--- src/rtl/updown_param.sv ---
// updown_param: parameterised up/down counter with parallel load, terminal-count
// decodes and registered carry/borrow pulses. Wraps modulo MAX_VAL+1 or saturates.
//
// Parameters:
//   WIDTH    counter width in bits (2..32)
//   MAX_VAL  terminal count (1..2**WIDTH-1)
//   STEP     increment/decrement magnitude (1..MAX_VAL)
//   SATURATE 0 = wrap, 1 = saturate
//
// Ports:
//   clk      rising-edge clock
//   rst      asynchronous active-low reset
//   load     synchronous parallel load strobe (highest priority)
//   ld       load value, clamped to MAX_VAL
//   cnt_en   count enable, gates up/down only
//   up       count-up request
//   down     count-down request (up & down together hold)
//   q        registered count
//   tc_up    high when q == MAX_VAL
//   tc_dn    high when q == 0
//   carry    registered pulse: an up step passed MAX_VAL
//   borrow   registered pulse: a down step went below 0
//   flag_clr synchronous clear of sticky flags         (UPDOWN_PARAM_STICKY_FLAGS_EN only)
//   ovf_flag sticky overflow, set by carry             (UPDOWN_PARAM_STICKY_FLAGS_EN only)
//   unf_flag sticky underflow, set by borrow           (UPDOWN_PARAM_STICKY_FLAGS_EN only)
//
// Optional feature macro: UPDOWN_PARAM_STICKY_FLAGS_EN
module updown_param #(
  parameter int unsigned     WIDTH    = 8,
  parameter longint unsigned MAX_VAL  = (64'd1 << WIDTH) - 64'd1,
  parameter longint unsigned STEP     = 64'd1,
  parameter bit              SATURATE = 1'b0
) (
  input  logic             clk,
  input  logic             rst,
  input  logic             load,
  input  logic [WIDTH-1:0] ld,
  input  logic             cnt_en,
  input  logic             up,
  input  logic             down,
`ifdef UPDOWN_PARAM_STICKY_FLAGS_EN
  input  logic             flag_clr,
  output logic             ovf_flag,
  output logic             unf_flag,
`endif
  output logic [WIDTH-1:0] q,
  output logic             tc_up,
  output logic             tc_dn,
  output logic             carry,
  output logic             borrow
);

  // MAX_VAL+1 needs WIDTH+1 bits when MAX_VAL = 2**WIDTH-1.
  localparam longint unsigned ModVal  = MAX_VAL + 64'd1;
  localparam logic [WIDTH-1:0] MaxVal  = MAX_VAL[WIDTH-1:0];
  localparam logic [WIDTH-1:0] StepVal = STEP[WIDTH-1:0];
  localparam logic [WIDTH:0]   MaxExt  = MAX_VAL[WIDTH:0];
  localparam logic [WIDTH:0]   StepExt = STEP[WIDTH:0];
  localparam logic [WIDTH:0]   ModExt  = ModVal[WIDTH:0];

  logic [WIDTH-1:0] q_q, q_d;
  logic             carry_q, carry_d;
  logic             borrow_q, borrow_d;
  logic [WIDTH:0]   sum;
  logic [WIDTH-1:0] wrap_up, wrap_dn;

  always_comb begin
    sum     = {1'b0, q_q} + StepExt;
    wrap_up = WIDTH'(sum - ModExt);
    // Only used when q < STEP, so STEP - q is positive and the result <= MAX_VAL.
    wrap_dn = WIDTH'(ModExt - (StepExt - {1'b0, q_q}));
  end

  always_comb begin
    q_d      = q_q;
    carry_d  = 1'b0;
    borrow_d = 1'b0;
    if (load) begin
      q_d = ({1'b0, ld} > MaxExt) ? MaxVal : ld;
    end else if (cnt_en && up && down) begin
      q_d = q_q;
    end else if (cnt_en && up) begin
      if (sum > MaxExt) begin
        carry_d = 1'b1;
        q_d     = SATURATE ? MaxVal : wrap_up;
      end else begin
        q_d = sum[WIDTH-1:0];
      end
    end else if (cnt_en && down) begin
      if (q_q >= StepVal) begin
        q_d = q_q - StepVal;
      end else begin
        borrow_d = 1'b1;
        q_d      = SATURATE ? '0 : wrap_dn;
      end
    end
  end

  always_ff @(posedge clk or negedge rst) begin
    if (!rst) begin
      q_q      <= '0;
      carry_q  <= 1'b0;
      borrow_q <= 1'b0;
    end else begin
      q_q      <= q_d;
      carry_q  <= carry_d;
      borrow_q <= borrow_d;
    end
  end

  assign q      = q_q;
  assign carry  = carry_q;
  assign borrow = borrow_q;
  assign tc_up  = (q_q == MaxVal);
  assign tc_dn  = (q_q == '0);

`ifdef UPDOWN_PARAM_STICKY_FLAGS_EN
  logic ovf_q, unf_q;

  // Set wins over a simultaneous clear.
  always_ff @(posedge clk or negedge rst) begin
    if (!rst) begin
      ovf_q <= 1'b0;
      unf_q <= 1'b0;
    end else begin
      ovf_q <= carry_d | (ovf_q & ~flag_clr);
      unf_q <= borrow_d | (unf_q & ~flag_clr);
    end
  end

  assign ovf_flag = ovf_q;
  assign unf_flag = unf_q;
`endif

endmodule

--- config.mk ---
export PLATFORM = sky130hd
export DESIGN_NAME = updown_param
export DESIGN_NICKNAME = d
export VERILOG_FILES = /design/src/rtl/updown_param.sv
export SDC_FILE = /design/constraint.sdc
export NUM_CORES = 1
export LEC_CHECK = 0
export CAP_MARGIN = 10
export CORE_ASPECT_RATIO = 0.75
export CORE_MARGIN = 5
export CORE_UTILIZATION = 45
export CTS_CLUSTER_SIZE = 14
export DETAILED_ROUTE_END_ITERATION = 8
export PLACE_DENSITY_LB_ADDON = 0.1
export SYNTH_ARGS = -nofsm -noshare
export SYNTH_HDL_FRONTEND = slang
export SYNTH_SLANG_ARGS = --single-unit
--- constraint.sdc ---
create_clock -name clk -period 3.4 [get_ports clk]
set_clock_uncertainty 0.2 [all_clocks]
set_input_delay 0.68 -clock clk [delete_from_list [all_inputs] [get_ports clk]]
set_output_delay 0.68 -clock clk [all_outputs]
set_load 0.02 [all_outputs]
==> flow_summary.ini, run 1 <==
[placed_design]
placed_area_sq_mm = 0.00108
gp_congestion = 0.826
dpl.hpwl_mm = 1.59
pre_cts_ws_ns = 0.329
io_buffers = 25

[sta]
period_minus_slack_ns = 2.95
setup_ws_ns = 0.451
max_freq_mhz = 339
whs_ns = 0.452
period_share = 0.867
fin_setup_tns_ns = 0
drv_slew = 0
hold_viol = 0
slew_headroom = 0.594
rsz0062_at_grt = false
tightest_slew_ns = 0.607
setup_violations = 0

[floorplan]
start_util = 0.484
die_area_sq_mm = 0.00287
design.core.area_sq_mm = 0.00176
core.rowCount = 13
io_pins = 26
die_h_um = 47.6
die-width_um = 60.2

[clock_tree]
cts_buffer_depth = 2
cts-buffers-inserted = 3
cts_post_setup_buffers_inserted = 0
cts_root_buf = clkbuf_4
clk_latency_ns = 0.28
clkSinkCount = 10
htree_levels = 1
cts_tree = built
clk_pin_slew_worst_paths_ns = 0.07

[final_layout]
nNetsFinal = 140
final_common_cell = clkdlybuf4s50_1
mostFrequentLayoutCells = clkdlybuf4s50_1 (24), nand2_1 (10), dfrtp_1 (10), nor2_1 (8), a21oi_1 (7)
antenna_cells = 0
regArea_sq_um = 250
drive_gt1_frac = 0.0917
layout-area-overhead-vs-synth_pct = 30.3
design_area_sq_mm = 0.00111
fillers = 153
multi_input_area_sq_um = 543

[synth]
yosysSeqAreaShare = 0.295
syn_nets = 118
syn_inst = 100
synth.distinct_cells = 36
yosysWarnings = 0
syn_area_per_cell_sq_um = 8.50
ys_ff_latch = 10
synth_area_sq_um = 850

[global_route]
grt-ovfl-total = 0
grt_pass1_vias = 815
grt_pass1_wl_mm = 3.72
grtUsageMet2 = 0.302
track_usage = 0.180
busiest_layer = met2
met1_usage = 0.205
grt_antenna_before_repair = 0
grt_max_degree = 18
use_met3 = 0.0620

[route]
detail-route-antenna-nets = 0
routedWlPerCell_um = 14.9
wl_mm = 2.11
first_pass_iters = 4
post-route-drc-count = 0
drtIter0Drc = 26
avgViaCountPerCell = 5.69
num_vias = 808

[worst_hold_path]
hold_class = reg2reg

[flow_run]
drv_cap = 0

[pwr]
ir_worst_vdd_mv = 0.273
leakage_nw = 0.456
pwr_density_cell_mw_per_mm2 = 358

[setup_path]
required_ns = 2.52
path_max_fanout = 7
start_kind = flop
path_class = reg2out
crit_path_end_kind = output port
rrSetupSlack_ns = 1.11
cp.arrival_ns = 2.07

[status]
outcome = finished clean
[state kept, by name (all words and copies together), names as in the netlist]
name and flops:
borrow 1, q 8, carry 1
[cells by family (layout without fill, tap and decap cells)]
family / count (synthesis) / count (layout) / synth area share
AO/OA/AOI/OAI: 19 / 19 / 0.140
multiplexers: 4 / 4 / 0.0515
AND/OR/NAND/NOR: 44 / 44 / 0.306
adder cells (fa/ha/maj): 4 / 4 / 0.0589
buffers and inverters: 11 / 31 / 0.0663
XOR/XNOR: 8 / 8 / 0.0825
flip-flops: 10 / 10 / 0.295
[synth_stat cells]
library cell / number / share of area
nor2_1: 8 / 0.035
dfrtp_1: 10 / 0.29
and3_2: 1 / 0.0088
inv_1: 3 / 0.013
o41ai_1: 1 / 0.010
o21a_1: 1 / 0.0088
clkbuf_1: 2 / 0.0088
mux2_2: 3 / 0.040
o31ai_1: 1 / 0.0088
a221oi_2: 1 / 0.018
a21oi_1: 7 / 0.041
buf_6: 1 / 0.013
a311oi_1: 1 / 0.010
xnor2_1: 5 / 0.052
and3_1: 1 / 0.0074
buf_1: 1 / 0.0044
ha_1: 4 / 0.059
o22ai_1: 1 / 0.0074
buf_2: 3 / 0.018
buf_4: 1 / 0.0088
or4b_4: 1 / 0.016
mux2i_1: 1 / 0.012
nor4b_2: 2 / 0.035
nor3_1: 3 / 0.018
nand4_1: 3 / 0.022
nor2b_1: 2 / 0.015
o21ai_0: 6 / 0.035
or4_1: 1 / 0.0088
nand2_1: 10 / 0.044
nand3b_1: 1 / 0.0088
nand3_1: 5 / 0.029
xor2_1: 3 / 0.031
and2_1: 2 / 0.015
and4b_1: 2 / 0.024
nor4_1: 1 / 0.0074
nor4bb_1: 1 / 0.012
[per-layer routing]
layer / vias up / wire length, um
met5: - / 0
met4: 0 / 27
met3: 5 / 172
met2: 26 / 1000
met1: 380 / 908
li1: 397 / -
[where the power goes]
| part | switching [W] | leakage, nW | internal [W] |
|---|---|---|---|
| Combinational | 0.0000729 | 0.318 | 0.0000768 |
| Sequential | 0.0000294 | 0.123 | 0.000131 |
| Clock | 0.0000454 | 0.0138 | 0.0000411 |
| Total | 0.000148 | 0.456 | 0.000249 |
[worst max-delay path, stage by stage (launching register included)]
cell            delay, ns
dfrtp_1              0.45
inv_1                0.14
ha_1                 0.22
or4b_4               0.50
nor4_1               0.21
dlymetal6s2s_1       0.27
[final timing paths]
path	start	end	cells past startpoint
min in group asynchronous	rst	borrow$_DFF_PN0_	1
min reg2reg	q[7]$_DFFE_PN0P_	carry$_DFF_PN0_	1
max reg2reg	q[0]$_DFFE_PN0P_	q[6]$_DFFE_PN0P_	7
max in group asynchronous	rst	q[2]$_DFFE_PN0P_	1
max	q[0]$_DFFE_PN0P_	tc_dn	5
min	q[7]$_DFFE_PN0P_	carry$_DFF_PN0_	1
[through the flow]
| stage | std cells | total power, W | utilization |
|---|---|---|---|
| floorplan | 100 | 0.000258 | - |
| global placement | 139 | 0.000310 | 0.616 |
| detailed placement | 139 | 0.000313 | 0.616 |
| CTS | 142 | 0.000399 | 0.629 |
| global route | 142 | 0.000426 | 0.630 |
| finish | 142 | 0.000397 | 0.630 |
[final cells by class]
type | instances | area share
multi-input cells | 79 | 0.490
inverters | 3 | 0.0102
repair buffers | 25 | 0.228
flip-flops and latches | 10 | 0.226
clock buffers | 3 | 0.0203
well taps | 22 | 0.0249
[repair_timing]
action	in CTS	in global routing
endpoints found under the setup margin	0	1
resized for setup	0	1
hold buffers	0	0
No activity file was read; power rests on OpenSTA's default activity.
==> run 2: changes to the inputs <==
--- a/config.mk
+++ b/config.mk
@@ -6,7 +6,7 @@
 export NUM_CORES = 1
 export LEC_CHECK = 0
 export CAP_MARGIN = 10
-export CORE_ASPECT_RATIO = 0.75
+export CORE_ASPECT_RATIO = 1.4
 export CORE_MARGIN = 5
 export CORE_UTILIZATION = 45
 export CTS_CLUSTER_SIZE = 14
==> flow_summary.ini, run 2 (synthesis gave the netlist of run 1 again) <==
[sta]
hold_viol = 0
drv_slew = 0
setup_violations = 0
slew_headroom = 0.591
rsz0062_at_grt = false
max_freq_mhz = 324
tightest_slew_ns = 0.612
period_minus_slack_ns = 3.08
period_share = 0.907
fin_setup_tns_ns = 0

[final_layout]
drive_gt1_frac = 0.0917
final_common_cell = clkdlybuf4s50_1
fin_util = 0.619
multi_input_area_sq_um = 543
layoutNonFillerInstCount = 140
largest_register_ffs = 8
antenna_cells = 0
regArea_sq_um = 250
fillers = 156
layout-area-overhead-vs-synth_pct = 29.6
mostFrequentLayoutCells = clkdlybuf4s50_1 (24), nand2_1 (10), dfrtp_1 (10), nor2_1 (8), a21oi_1 (7)
nNetsFinal = 140

[route]
first_pass_iters = 4
avgViaCountPerCell = 5.79
highest_layer = met4
drtIter0Drc = 16
wl_mm = 2.01
wl_met2_mm = 1.05
post-route-drc-count = 0
routedWlPerCell_um = 14.4
detail-route-antenna-nets = 0
drt-met1-wl_um = 791
num_vias = 811
dr_wl_met3_um = 117

[clock_tree]
htree_levels = 1
clkSinkCount = 10
cts-buffers-inserted = 3
cts_buffer_depth = 2
cts_root_buf = clkbuf_4
cts_tree = built
clk_pin_slew_worst_paths_ns = 0.06
clk_latency_ns = 0.27
ctsHoldBuffers = 0

[setup_path]
crit_path_end_kind = output port
crit_family = simple AND/OR/NAND/NOR gates
path_max_fanout = 7
cp.arrival_ns = 2.20
required_ns = 2.52
r2r-start = q[0]$_DFFE_PN0P_
worstPathCellList = inv_1 -> ha_1 -> or4b_4 -> nor4_1 -> dlygate4sd2_1
slowest_stage = or4b_4
path_class = reg2out
crit_start = q[0]$_DFFE_PN0P_
path_buf_inv = 2
max_stage_delay_ns = 0.49
rrSetupSlack_ns = 1.12
start_kind = flop

[floorplan]
start_util = 0.477
core.rowCount = 18
io_pins = 26
die_area_sq_mm = 0.00287
die-width_um = 46.7
die_h_um = 61.4
design.core.area_sq_mm = 0.00178

[pwr]
ir_worst_vdd_mv = 0.212
leakage_nw = 0.442
pwr_density_cell_mw_per_mm2 = 357
power.total_w = 0.000393

[flow_run]
drv_cap = 0

[global_route]
grt_pass1_wl_mm = 3.38
grt-ovfl-total = 0
grt_pass1_vias = 741
grt_max_degree = 18
track_usage = 0.162
grt_antenna_before_repair = 0

[status]
outcome = finished clean

[worst_hold_path]
hold_class = reg2reg
min-delay-start = q[7]$_DFFE_PN0P_

[placed_design]
io_buffers = 25
dp_cells = 137
gp_congestion = 0.940
dpl.hpwl_mm = 1.52
-- run 2: routing by layer --
metal  up-vias  global-route usage
li1        400                   -
met1       380               0.210
met2        24               0.246
met3         7              0.0234
met4         0               0.107
met5         -                   0
-- run 2: final timing paths --
kind / depth (start not counted) / end
max: 5 / tc_dn
min: 2 / q[7]$_DFFE_PN0P_
max reg2reg: 7 / q[6]$_DFFE_PN0P_
min reg2reg: 2 / q[7]$_DFFE_PN0P_
max in group asynchronous: 1 / q[4]$_DFFE_PN0P_
min in group asynchronous: 1 / q[7]$_DFFE_PN0P_
-- run 2: layout make-up --
class / count / share of cell area
Sequential cell: 10 / 0.227
Inverter: 3 / 0.0102
Clock buffer: 3 / 0.0205
Multi-Input combinational cell: 79 / 0.493
Timing Repair Buffer: 25 / 0.226
Tap cell: 20 / 0.0227
-- run 2: what timing repair did --
| item | 4_1_cts | 5_1_grt |
|---|---|---|
| endpoints found under the setup margin | 1 | 0 |
| setup buffers | 0 | 0 |
| hold endpoints to repair | 0 | 0 |
| resized for setup | 1 | 0 |
-- run 2: tightest hold or removal path, delay by kind of cell, from the launching register on --
| family | cells | cell delay [ns] |
|---|---|---|
| flip-flops | 1 | 0.44 |
| XOR/XNOR | 1 | 0.14 |
| AO/OA/AOI/OAI | 1 | 0.06 |
-- run 2: power by group --
part           internal [W]  switching, W  total [W]
registers          0.000131     0.0000296   0.000161
logic             0.0000768     0.0000721   0.000149
clock network     0.0000410     0.0000421  0.0000832
total              0.000249      0.000144   0.000393
-- run 2: through the flow --
stage          instance area (sq um)  hold slack, ns  setup WS, ns
2_1_floorplan                    850           0.184         0.535
3_3_place_gp                    1080           0.443         0.351
3_5_place_dp                    1080           0.475         0.277
4_1_cts                         1100           0.491         0.287
5_1_grt                         1100           0.516         0.156
6_report                        1100           0.487         0.316
==> run 3: changes to the inputs <==
--- a/config.mk
+++ b/config.mk
@@ -5,7 +5,7 @@
 export SDC_FILE = /design/constraint.sdc
 export NUM_CORES = 1
 export LEC_CHECK = 0
-export CAP_MARGIN = 10
+export CAP_MARGIN = 20
 export CORE_ASPECT_RATIO = 1.4
 export CORE_MARGIN = 5
 export CORE_UTILIZATION = 45
==> results of run 3 <==
Same layout as run 2: the final DEF is identical, and so are final timing and power.
